<file path="src/rtl/cpu_pkg.sv">
// Shared CPU definitions: load opcodes, hazard-unit state encoding and the load-opcode decoder.
package cpu_pkg;

  localparam logic [5:0] OP_LB  = 6'h20;
  localparam logic [5:0] OP_LH  = 6'h21;
  localparam logic [5:0] OP_LW  = 6'h23;
  localparam logic [5:0] OP_LBU = 6'h24;
  localparam logic [5:0] OP_LHU = 6'h25;

  typedef enum logic {
    IDLE,
    LOAD_WAIT
  } hsu_state_t;

  function automatic logic is_load_op(input logic [5:0] op);
    return (op == OP_LB) || (op == OP_LH) || (op == OP_LW) ||
           (op == OP_LBU) || (op == OP_LHU);
  endfunction

endpackage

</file>
<file path="src/rtl/hazard_stall_unit_if.sv">
// Pipeline-side bundle of the hazard/stall unit: ID/EX/MEM observations in, pipeline controls and counters out.
interface hazard_stall_unit_if #(
  parameter int REG_AW = 5,
  parameter int CNT_W  = 32
);
  logic              rs_read_id;
  logic              rt_read_id;
  logic [REG_AW-1:0] rs_id;
  logic [REG_AW-1:0] rt_id;
  logic              reg_we_ex;
  logic [REG_AW-1:0] rd_ex;
  logic [5:0]        opcode_ex;
  logic              mem_req_mem;
  logic              mem_ready;
  logic              flush;
  logic              cnt_clr;
  logic              pc_hold;
  logic              ifid_hold;
  logic              idex_bubble;
  logic              pipe_freeze;
  logic [CNT_W-1:0]  stall_cycles;
  logic [CNT_W-1:0]  freeze_cycles;

  modport master (
    output rs_read_id, rt_read_id, rs_id, rt_id, reg_we_ex, rd_ex, opcode_ex,
           mem_req_mem, mem_ready, flush, cnt_clr,
    input  pc_hold, ifid_hold, idex_bubble, pipe_freeze, stall_cycles, freeze_cycles
  );

  modport slave (
    input  rs_read_id, rt_read_id, rs_id, rt_id, reg_we_ex, rd_ex, opcode_ex,
           mem_req_mem, mem_ready, flush, cnt_clr,
    output pc_hold, ifid_hold, idex_bubble, pipe_freeze, stall_cycles, freeze_cycles
  );
endinterface

</file>
<file path="src/rtl/sat_counter.sv">
// Saturating up-counter with synchronous clear; clear wins over a same-cycle increment.
module sat_counter #(
  parameter int W = 32
) (
  input  logic         clk,
  input  logic         rst_n,
  input  logic         inc,
  input  logic         clr,
  output logic [W-1:0] count
);

  logic [W-1:0] r_count;

  always_ff @(posedge clk or negedge rst_n) begin
    if (!rst_n) begin
      r_count <= '0;
    end else if (clr) begin
      r_count <= '0;
    end else if (inc && (r_count != '1)) begin
      r_count <= r_count + 1'b1;
    end
  end

  assign count = r_count;

endmodule

</file>
<file path="src/rtl/hazard_stall_unit.sv">
// Load-use hazard bubble generator with LOAD_LAT-cycle bubbles, memory-wait freeze and stall/freeze counters.
module hazard_stall_unit
  import cpu_pkg::*;
#(
  parameter int REG_AW   = 5,
  parameter int LOAD_LAT = 1,
  parameter int CNT_W    = 32
) (
  input logic               clk,
  input logic               rst_n,
  hazard_stall_unit_if.slave bus
);

  localparam logic [2:0] LAT_M1 = 3'(LOAD_LAT - 1);

  hsu_state_t        r_state;
  hsu_state_t        w_nextState;
  logic [2:0]        r_remain;
  logic [2:0]        w_nextRemain;
  logic [REG_AW-1:0] w_rd;
  logic              w_hit;
  logic              w_freeze;
  logic              w_bubble;

  assign w_rd     = bus.rd_ex;
  assign w_freeze = bus.mem_req_mem && !bus.mem_ready;
  assign w_hit    = bus.reg_we_ex && (w_rd != '0) && is_load_op(bus.opcode_ex) &&
                    ((bus.rs_read_id && (bus.rs_id == w_rd)) ||
                     (bus.rt_read_id && (bus.rt_id == w_rd)));

  always_ff @(posedge clk or negedge rst_n) begin
    if (!rst_n) begin
      r_state  <= IDLE;
      r_remain <= 3'd0;
    end else begin
      r_state  <= w_nextState;
      r_remain <= w_nextRemain;
    end
  end

  // In LOAD_WAIT the load has already left EX, so the bubble no longer depends on hit.
  always_comb begin
    w_nextState  = r_state;
    w_nextRemain = r_remain;
    w_bubble     = 1'b0;
    case (r_state)
      IDLE:      w_bubble = w_hit && !bus.flush;
      LOAD_WAIT: w_bubble = !bus.flush;
      default:   w_bubble = 1'b0;
    endcase
    if (!w_freeze) begin
      if (bus.flush) begin
        w_nextState  = IDLE;
        w_nextRemain = 3'd0;
      end else if (r_state == IDLE) begin
        if (w_bubble && (LOAD_LAT > 1)) begin
          w_nextState  = LOAD_WAIT;
          w_nextRemain = LAT_M1;
        end
      end else begin
        w_nextRemain = r_remain - 3'd1;
        if (r_remain == 3'd1) w_nextState = IDLE;
      end
    end
  end

  assign bus.pipe_freeze = rst_n && w_freeze;
  assign bus.pc_hold     = rst_n && (w_freeze || w_bubble);
  assign bus.ifid_hold   = rst_n && (w_freeze || w_bubble);
  assign bus.idex_bubble = rst_n && w_bubble && !w_freeze;

  sat_counter #(.W(CNT_W)) u_stallCnt (
    .clk   (clk),
    .rst_n (rst_n),
    .inc   (bus.idex_bubble),
    .clr   (bus.cnt_clr),
    .count (bus.stall_cycles)
  );

  sat_counter #(.W(CNT_W)) u_freezeCnt (
    .clk   (clk),
    .rst_n (rst_n),
    .inc   (bus.pipe_freeze),
    .clr   (bus.cnt_clr),
    .count (bus.freeze_cycles)
  );

endmodule

</file>
<file path="src/flat_wrapper.sv">
// flat-port wrapper written by rule: the top's interface ports become plain ports
module hazard_stall_unit_flat import cpu_pkg::*;
#(
  parameter int REG_AW   = 5,
  parameter int LOAD_LAT = 1,
  parameter int CNT_W    = 32
)
  (clk, rst_n, bus_rs_read_id, bus_rt_read_id, bus_rs_id, bus_rt_id, bus_reg_we_ex, bus_rd_ex, bus_opcode_ex, bus_mem_req_mem, bus_mem_ready, bus_flush, bus_cnt_clr, bus_pc_hold, bus_ifid_hold, bus_idex_bubble, bus_pipe_freeze, bus_stall_cycles, bus_freeze_cycles);
  hazard_stall_unit_if #(.REG_AW(REG_AW), .CNT_W(CNT_W)) bus_i ();
  input logic clk;
  input logic rst_n;
  input wire logic [$bits(bus_i.rs_read_id)-1:0] bus_rs_read_id;
  input wire logic [$bits(bus_i.rt_read_id)-1:0] bus_rt_read_id;
  input wire logic [$bits(bus_i.rs_id)-1:0] bus_rs_id;
  input wire logic [$bits(bus_i.rt_id)-1:0] bus_rt_id;
  input wire logic [$bits(bus_i.reg_we_ex)-1:0] bus_reg_we_ex;
  input wire logic [$bits(bus_i.rd_ex)-1:0] bus_rd_ex;
  input wire logic [$bits(bus_i.opcode_ex)-1:0] bus_opcode_ex;
  input wire logic [$bits(bus_i.mem_req_mem)-1:0] bus_mem_req_mem;
  input wire logic [$bits(bus_i.mem_ready)-1:0] bus_mem_ready;
  input wire logic [$bits(bus_i.flush)-1:0] bus_flush;
  input wire logic [$bits(bus_i.cnt_clr)-1:0] bus_cnt_clr;
  output wire logic [$bits(bus_i.pc_hold)-1:0] bus_pc_hold;
  output wire logic [$bits(bus_i.ifid_hold)-1:0] bus_ifid_hold;
  output wire logic [$bits(bus_i.idex_bubble)-1:0] bus_idex_bubble;
  output wire logic [$bits(bus_i.pipe_freeze)-1:0] bus_pipe_freeze;
  output wire logic [$bits(bus_i.stall_cycles)-1:0] bus_stall_cycles;
  output wire logic [$bits(bus_i.freeze_cycles)-1:0] bus_freeze_cycles;
  assign bus_i.rs_read_id = bus_rs_read_id;
  assign bus_i.rt_read_id = bus_rt_read_id;
  assign bus_i.rs_id = bus_rs_id;
  assign bus_i.rt_id = bus_rt_id;
  assign bus_i.reg_we_ex = bus_reg_we_ex;
  assign bus_i.rd_ex = bus_rd_ex;
  assign bus_i.opcode_ex = bus_opcode_ex;
  assign bus_i.mem_req_mem = bus_mem_req_mem;
  assign bus_i.mem_ready = bus_mem_ready;
  assign bus_i.flush = bus_flush;
  assign bus_i.cnt_clr = bus_cnt_clr;
  assign bus_pc_hold = bus_i.pc_hold;
  assign bus_ifid_hold = bus_i.ifid_hold;
  assign bus_idex_bubble = bus_i.idex_bubble;
  assign bus_pipe_freeze = bus_i.pipe_freeze;
  assign bus_stall_cycles = bus_i.stall_cycles;
  assign bus_freeze_cycles = bus_i.freeze_cycles;
  hazard_stall_unit #(.REG_AW(REG_AW), .LOAD_LAT(LOAD_LAT), .CNT_W(CNT_W)) u_core (.clk(clk), .rst_n(rst_n), .bus(bus_i));
endmodule
</file>
<file path="config.mk">
export PLATFORM = sky130hd
export DESIGN_NAME = hazard_stall_unit_flat
export DESIGN_NICKNAME = d
export VERILOG_FILES = /design/src/rtl/cpu_pkg.sv /design/src/rtl/hazard_stall_unit_if.sv /design/src/rtl/sat_counter.sv /design/src/rtl/hazard_stall_unit.sv /design/src/flat_wrapper.sv
export SDC_FILE = /design/constraint.sdc
export NUM_CORES = 1
export LEC_CHECK = 0
export CAP_MARGIN = 20
export CELL_PAD_IN_SITES_DETAIL_PLACEMENT = 0
export CELL_PAD_IN_SITES_GLOBAL_PLACEMENT = 2
export CORE_AREA = 2 2 121 123
export DETAILED_ROUTE_END_ITERATION = 7
export DIE_AREA = 0 0 123 125
export HOLD_SLACK_MARGIN = 0.05
export PLACE_DENSITY = 0.89
export SLEW_MARGIN = 10
export SYNTH_ARGS = -nofsm -noshare
export SYNTH_HDL_FRONTEND = slang
export SYNTH_HIERARCHICAL = 1
export SYNTH_SLANG_ARGS = --single-unit
</file>
<file path="constraint.sdc">
create_clock -name clk -period 2.21 [get_ports clk]
set_input_delay 0.3315 -clock clk [delete_from_list [all_inputs] [get_ports clk]]
set_output_delay 0.3315 -clock clk [all_outputs]
set_load 0.01 [all_outputs]
</file>
# == After elaboration in Yosys (flattened, before gate mapping) ==
# Index checks and enable logic that the tools add are counted.
# totals
out_inout_bits,68
in_bits,30
ff_bits,68
# op_classes
n_eq_ne,10
n_bitwise,2
addsub,3
n_reduce_logical,27
mux,10
# ops
operator,n
$mux W32,4
$add A32 B1 Y32 const B,2
$ne A32 B32 Y1 const B,2
$eq A6 B6 Y1 const B,5
$logic_and A1 B1 Y1,13
$eq A5 B5 Y1,2
$logic_or A1 B1 Y1,6
$mux W3,2
$reduce_bool A2 Y1,3
$reduce_bool A5 Y1,1
$eq A3 B1 Y1 const B,1
$logic_not A1 Y1,3
$mux W1,3
$sub A3 B1 Y3 const B,1
$not A1 Y1,2
$pmux W1 S2,1
$reduce_and A2 Y1,1

# == Depth between registers and ports, before layout ==
# depth
word_depth,14
ltp_mapped,11
ltp_nobuf,9

# == Hierarchy ==
# The synthesis kept the hierarchy.
# modules_own_cells
module,seq_area_each_um2,area_each_um2,cells_each,instances
sat_counter,800.8,1854.3,198,2
hazard_stall_unit,100.1,422.9,51,1

# == Least setup slack after synthesis ==
# Ideal clock, no wire load.
# synth_path
path_type,input-to-reg
start,input bus_rd_ex[3]
end,register u_core.u_stallCnt.r_count[31] (netlist: u_core/u_stallCnt/count[31])
arrival_time_ns,2.544
setup_time_ns,0.125
path_stages,10
setup_slack_ns,-0.459
path_buffers,1
required_ns,2.085
cell_sequence,xor2_1 nor4_2 a32oi_1 o31ai_2 and3_1 nand4_1 a21o_1 buf_2 nor4_1 mux2_2
# synth_between
elab_chain_len,10
elab_cells_between_ends,15
classes_between,eq/ne: 2; mux: 1; reduce/logical: 12
# synth_lines
item,line_no,rtl
start: declaration,flat_wrapper.sv:17,input wire logic [$bits(bus_i.rd_ex)-1:0] bus_rd_ex;
$eq A5 B5 Y1 (tied with other cells),hazard_stall_unit.sv:28,((bus.rs_read_id && (bus.rs_id == w_rd)) ||
$logic_and A1 B1 Y1 (on tied branches),"hazard_stall_unit.sv:28, hazard_stall_unit.sv:27, hazard_stall_unit.sv:29",
$logic_or A1 B1 Y1 / $logic_and A1 B1 Y1 (equally long branches),"hazard_stall_unit.sv:28, hazard_stall_unit.sv:27",
$logic_and A1 B1 Y1 (*),hazard_stall_unit.sv:27,assign w_hit = bus.reg_we_ex && (w_rd != '0) && is_load_op(bus.opcode_ex) &&
$logic_and A1 B1 Y1 (*),hazard_stall_unit.sv:47,IDLE: w_bubble = w_hit && !bus.flush;
$pmux W1 S2 (*),hazard_stall_unit.sv:46,case (r_state)
$logic_and A1 B1 Y1 (*) (2 in a row),hazard_stall_unit.sv:70,assign bus.idex_bubble = rst_n && w_bubble && !w_freeze;
via bus_idex_bubble,flat_wrapper.sv:25,output wire logic [$bits(bus_i.idex_bubble)-1:0] bus_idex_bubble;
$logic_and A1 B1 Y1 (*),sat_counter.sv:19,end else if (inc && (r_count != '1)) begin
$reduce_bool A2 Y1 (no line) (*),n/a,
end signal: assignment,sat_counter.sv:20,r_count <= r_count + 1'b1;
end: declaration,sat_counter.sv:12,logic [W-1:0] r_count;
# Mark *: on every way through the listed nets, which the timed path passes. The rest lies on a longest branch.
# A chain may end at the register's enable or synchronous reset.

# == Final worst setup path ==
# layout_path
start,input bus_rs_id[3]
end,register u_core.u_stallCnt.r_count[21] (netlist: u_core/u_stallCnt/count[21])
# layout_between
elab_chain_len,10
# layout_lines
item,line_no,rtl
start: declaration,flat_wrapper.sv:14,input wire logic [$bits(bus_i.rs_id)-1:0] bus_rs_id;
$eq A5 B5 Y1,hazard_stall_unit.sv:28,
$logic_and A1 B1 Y1,hazard_stall_unit.sv:28,
$logic_or A1 B1 Y1,hazard_stall_unit.sv:28,
$logic_and A1 B1 Y1,hazard_stall_unit.sv:27,
$logic_and A1 B1 Y1,hazard_stall_unit.sv:47,
$pmux W1 S2,hazard_stall_unit.sv:46,
$logic_and A1 B1 Y1 (2 in a row),hazard_stall_unit.sv:70,
$logic_and A1 B1 Y1,sat_counter.sv:19,
$reduce_bool A2 Y1 (no line),n/a,
# No other way between the ends.

==> results.json <==
{
  "status": "finished, violations left",
  "violations": "negative setup slack",
  "cts.sinks": 68,
  "worst_pin_slew_ps": 932.7,
  "start_kind": "input pin",
  "hpwl_um": 8269,
  "drv_slew": 0,
  "insertion_delay_ps": 340,
  "required_ps": 2480,
  "cts_htree_levels": 3,
  "crit_family": "simple AND/OR/NAND/NOR gates",
  "syn_area_sq_um": 4131,
  "yosysWarnings": 6,
  "synth_nets": 481,
  "comb_power_share_pct": 6.2,
  "reg2reg_depth": 5,
  "dp_cells": 752,
  "hold_buffers": 0,
  "layout.cells.non_filler": 773,
  "power.clock.fraction_pct": 52.0,
  "synth-main-ff-cell": "dfrtp_1",
  "grt_pass1_vias": 3966,
  "max-cap-violations": 0,
  "cp_slowest_cell": "or4_4",
  "die_y_um": 125,
  "nets": 618,
  "setup_viol": 17,
  "initial_core_util_pct": 29.09,
  "timing.fmax_mhz": 420.9,
  "rrSetupSlack_ps": 110,
  "drt_drc_violations_left": 0,
  "power_density_nw_per_um2": 488.8,
  "setup_tns_ps": -1457,
  "track_usage_pct": 15.80,
  "vias_per_cell": 5.052,
  "cp_num_buf_inv": 1,
  "grt_pass1_wl_um": 19330,
  "rr_endpoint": "u_core/u_stallCnt/count[18]",
  "path_clk_slew_ps": 60,
  "p_switching_uw": 644.1,
  "synthCells": 447,
  "numCtsBuffers": 9,
  "drt_iter0_markers": 203,
  "cp_cell_sequence": "buf_6 > xor2_2 > nor4_2 > a32oi_2 > o31ai_4 > and3_4 > nand4_1 > a21o_4 > or4_4 > a21oi_2",
  "die_x_um": 123,
  "place.gp.congestion": 0.7733,
  "end_kind": "register",
  "synth-seq-cells": 68,
  "fin_crit_ps": 2376,
  "rsz0062_at_grt": "yes",
  "skew_ps": 6.894,
  "grt-ovfl-total": 0,
  "io_buffers": 97,
  "arrival_ps": 2640,
  "crit_fanout": 6,
  "pre_cts_slack_ps": -945.7,
  "critPathMaxStageDelay_ps": 490,
  "wire_per_inst_um": 15.43,
  "cts_max_path_buffers": 2,
  "cts_tree": "done",
  "fp.coreArea_sq_um": 14200,
  "place_area_sq_um": 5598,
  "synthArstFlopShare_pct": 100.0,
  "finalHoldViolCount": 0,
  "rows": 44,
  "p_leak_nw": 2.511,
  "grt_max_degree": 81,
  "ioPinCount": 98,
  "reg2reg_from": "u_core/u_stallCnt/count[16]",
  "vias": 3905,
  "ys_types": 49,
  "peakVddDrop_v": 0.0004794,
  "avgSynthCellArea_sq_um": 9.243,
  "synth_edf_count": 0,
  "fin_util_pct": 43.04,
  "min_path_type": "input pin to asynchronous set/reset pin",
  "ant_nets": 0,
  "seq_power_share_pct": 41.8,
  "drt-total-wl_um": 11930,
  "die_area_sq_um": 15380,
  "antenna_found_initial": 0,
  "design_area_sq_um": 6113,
  "dr.pass1.iters": 4,
  "diodes": 0,
  "switching_share_pct": 21.55,
  "drive_gt1_share_pct": 23.43,
  "p_int_mw": 2.344,
  "areaGrowthSynthToFinish_pct": 47.97,
  "worstSetupPathType": "input pin to register",
  "layout_setup_ws_ps": -166.1,
  "cts_root_buf": "clkbuf_16",
  "relSlewSlack_pct": 37.34,
  "period_share_pct": 107.5,
  "synth_seq_area_share_pct": 41.19
}
metrics by stage:
stage | hold slack (ps) | total power [mW]
after floorplan | 35.91 | 1.333
after global placement | 492.2 | 1.458
after detailed placement | 502.4 | 1.463
after CTS | 372.6 | 3.044
after global routing | 398.4 | 3.108
final | 343.3 | 2.988
power by group through the flow:
stage	Sequential (mW)	Combinational (mW)	Clock, mW
3_3_place_gp	1.27	0.189	0
6_report	1.25	0.186	1.55
4_1_cts	1.25	0.187	1.61
2_1_floorplan	1.27	0.0610	0
5_1_grt	1.25	0.206	1.66
3_5_place_dp	1.27	0.193	0
area by class of cell:
| cell class | count | area [sq um] |
|---|---|---|
| Timing Repair Buffer | 140 | 1274 |
| Clock inverter | 5 | 75.07 |
| Multi-Input combinational cell | 347 | 2522 |
| Inverter | 18 | 67.56 |
| Clock buffer | 11 | 242.7 |
| Tap cell | 184 | 230.2 |
| Fill cell | 1402 | 8090 |
| Sequential cell | 68 | 1702 |
state kept, by name, indices dropped and copies added, names as in the netlist:
signal	cells
u_core/u_freezeCnt/count	32
u_core/u_stallCnt/count	32
u_core/r_remain	3
u_core/r_state	1
metal layers:
layer | GRT usage [%] | vias up | part of all wire [%] | routed length [um]
li1 | - | 1888 | - | -
met1 | 19.92 | 1899 | 45 | 5319
met2 | 25.67 | 101 | 48 | 5755
met3 | 5.338 | 17 | 5.7 | 679
met4 | 4.412 | 0 | 1.5 | 174
met5 | 0 | - | 0 | 0
Yosys cell counts, drive strengths merged (4+ instances only):
cell     n  area [sq um]
nor2b   14         87.58
nand2   25         93.84
ha       4         50.05
mux2    12         142.6
nand2b   5         31.28
nor4    16         161.4
nor2    54         202.7
xor2    14         122.6
a21o     6         45.04
o31ai    8         65.06
xnor2   22         192.7
buf      7         42.54
inv     18         67.56
or3     10         62.56
nor3    10         50.05
a31oi    4         55.05
nand4   15         106.4
dfrtp   68          1702
o21ai   11         55.05
clkbuf   8         30.03
and3    16         110.1
a31o     4         35.03
and2     8         50.05
nand3   27         145.1
a21oi   25         125.1
or4      6         45.04
a211oi  10         75.07
tightest hold or removal path, cell delays in order:
cell   delay (ps)
buf_2          90
buf_4         100
buf_4         710
placed cells by master (no fill, tap or decap), drive strengths merged, types with 3 or more instances in the layout:
cell | synthesis | layout
clkbuf | 8 | 11
clkdlybuf4s15 | 0 | 4
a31o | 4 | 4
nand2 | 25 | 25
and2 | 8 | 8
a211oi | 10 | 10
nor2 | 54 | 54
nor3 | 10 | 10
or4 | 6 | 6
clkinv | 0 | 3
or3 | 10 | 10
inv | 18 | 18
buf | 7 | 54
nand2b | 5 | 5
a21oi | 25 | 25
dfrtp | 68 | 68
dlymetal6s2s | 0 | 3
xor2 | 14 | 14
and3 | 16 | 16
clkdlybuf4s50 | 0 | 70
xnor2 | 22 | 22
o31ai | 8 | 8
o21ai | 11 | 11
mux2 | 12 | 12
nand4 | 15 | 15
ha | 4 | 4
nor4 | 16 | 16
a21o | 6 | 7
nor2b | 14 | 14
dlygate4sd2 | 0 | 9
nand3 | 27 | 27
a31oi | 4 | 4
how the worst max path moves through the flow:
stage                       startpoint                          end  slack, ps  cells past startpoint
after detailed placement  bus_rd_ex[2]  u_core/u_stallCnt/count[11]       -950                     11
after global routing      bus_rs_id[3]  u_core/u_stallCnt/count[21]       -270                     10
after CTS                 bus_rs_id[3]  u_core/u_stallCnt/count[11]       -200                     11
after floorplan           bus_rd_ex[1]  u_core/u_stallCnt/count[23]       -310                     10
final                     bus_rs_id[3]  u_core/u_stallCnt/count[21]       -170                     10
after global placement    bus_rd_ex[2]  u_core/u_stallCnt/count[15]       -810                     11
what timing repair did:
item	4_1_cts	5_1_grt
buffers inserted	4	0
resized for setup	67	35
endpoints found under the hold margin	0	0
pin swaps	17	8
cloned	1	0
setup endpoints to repair	39	28
cells by family (layout without fill, tap and decap cells):
| family | Yosys count | after routing | share of synthesized area, % |
|---|---|---|---|
| buf+inv | 33 | 174 | 3.392 |
| compound gates | 77 | 78 | 12.84 |
| mux | 14 | 14 | 3.937 |
| xor+xnor | 36 | 36 | 7.632 |
| fa+ha+maj | 4 | 4 | 1.211 |
| flops | 68 | 68 | 41.19 |
| simple gates | 215 | 215 | 29.80 |
No activity file was read; power rests on OpenSTA's default activity.
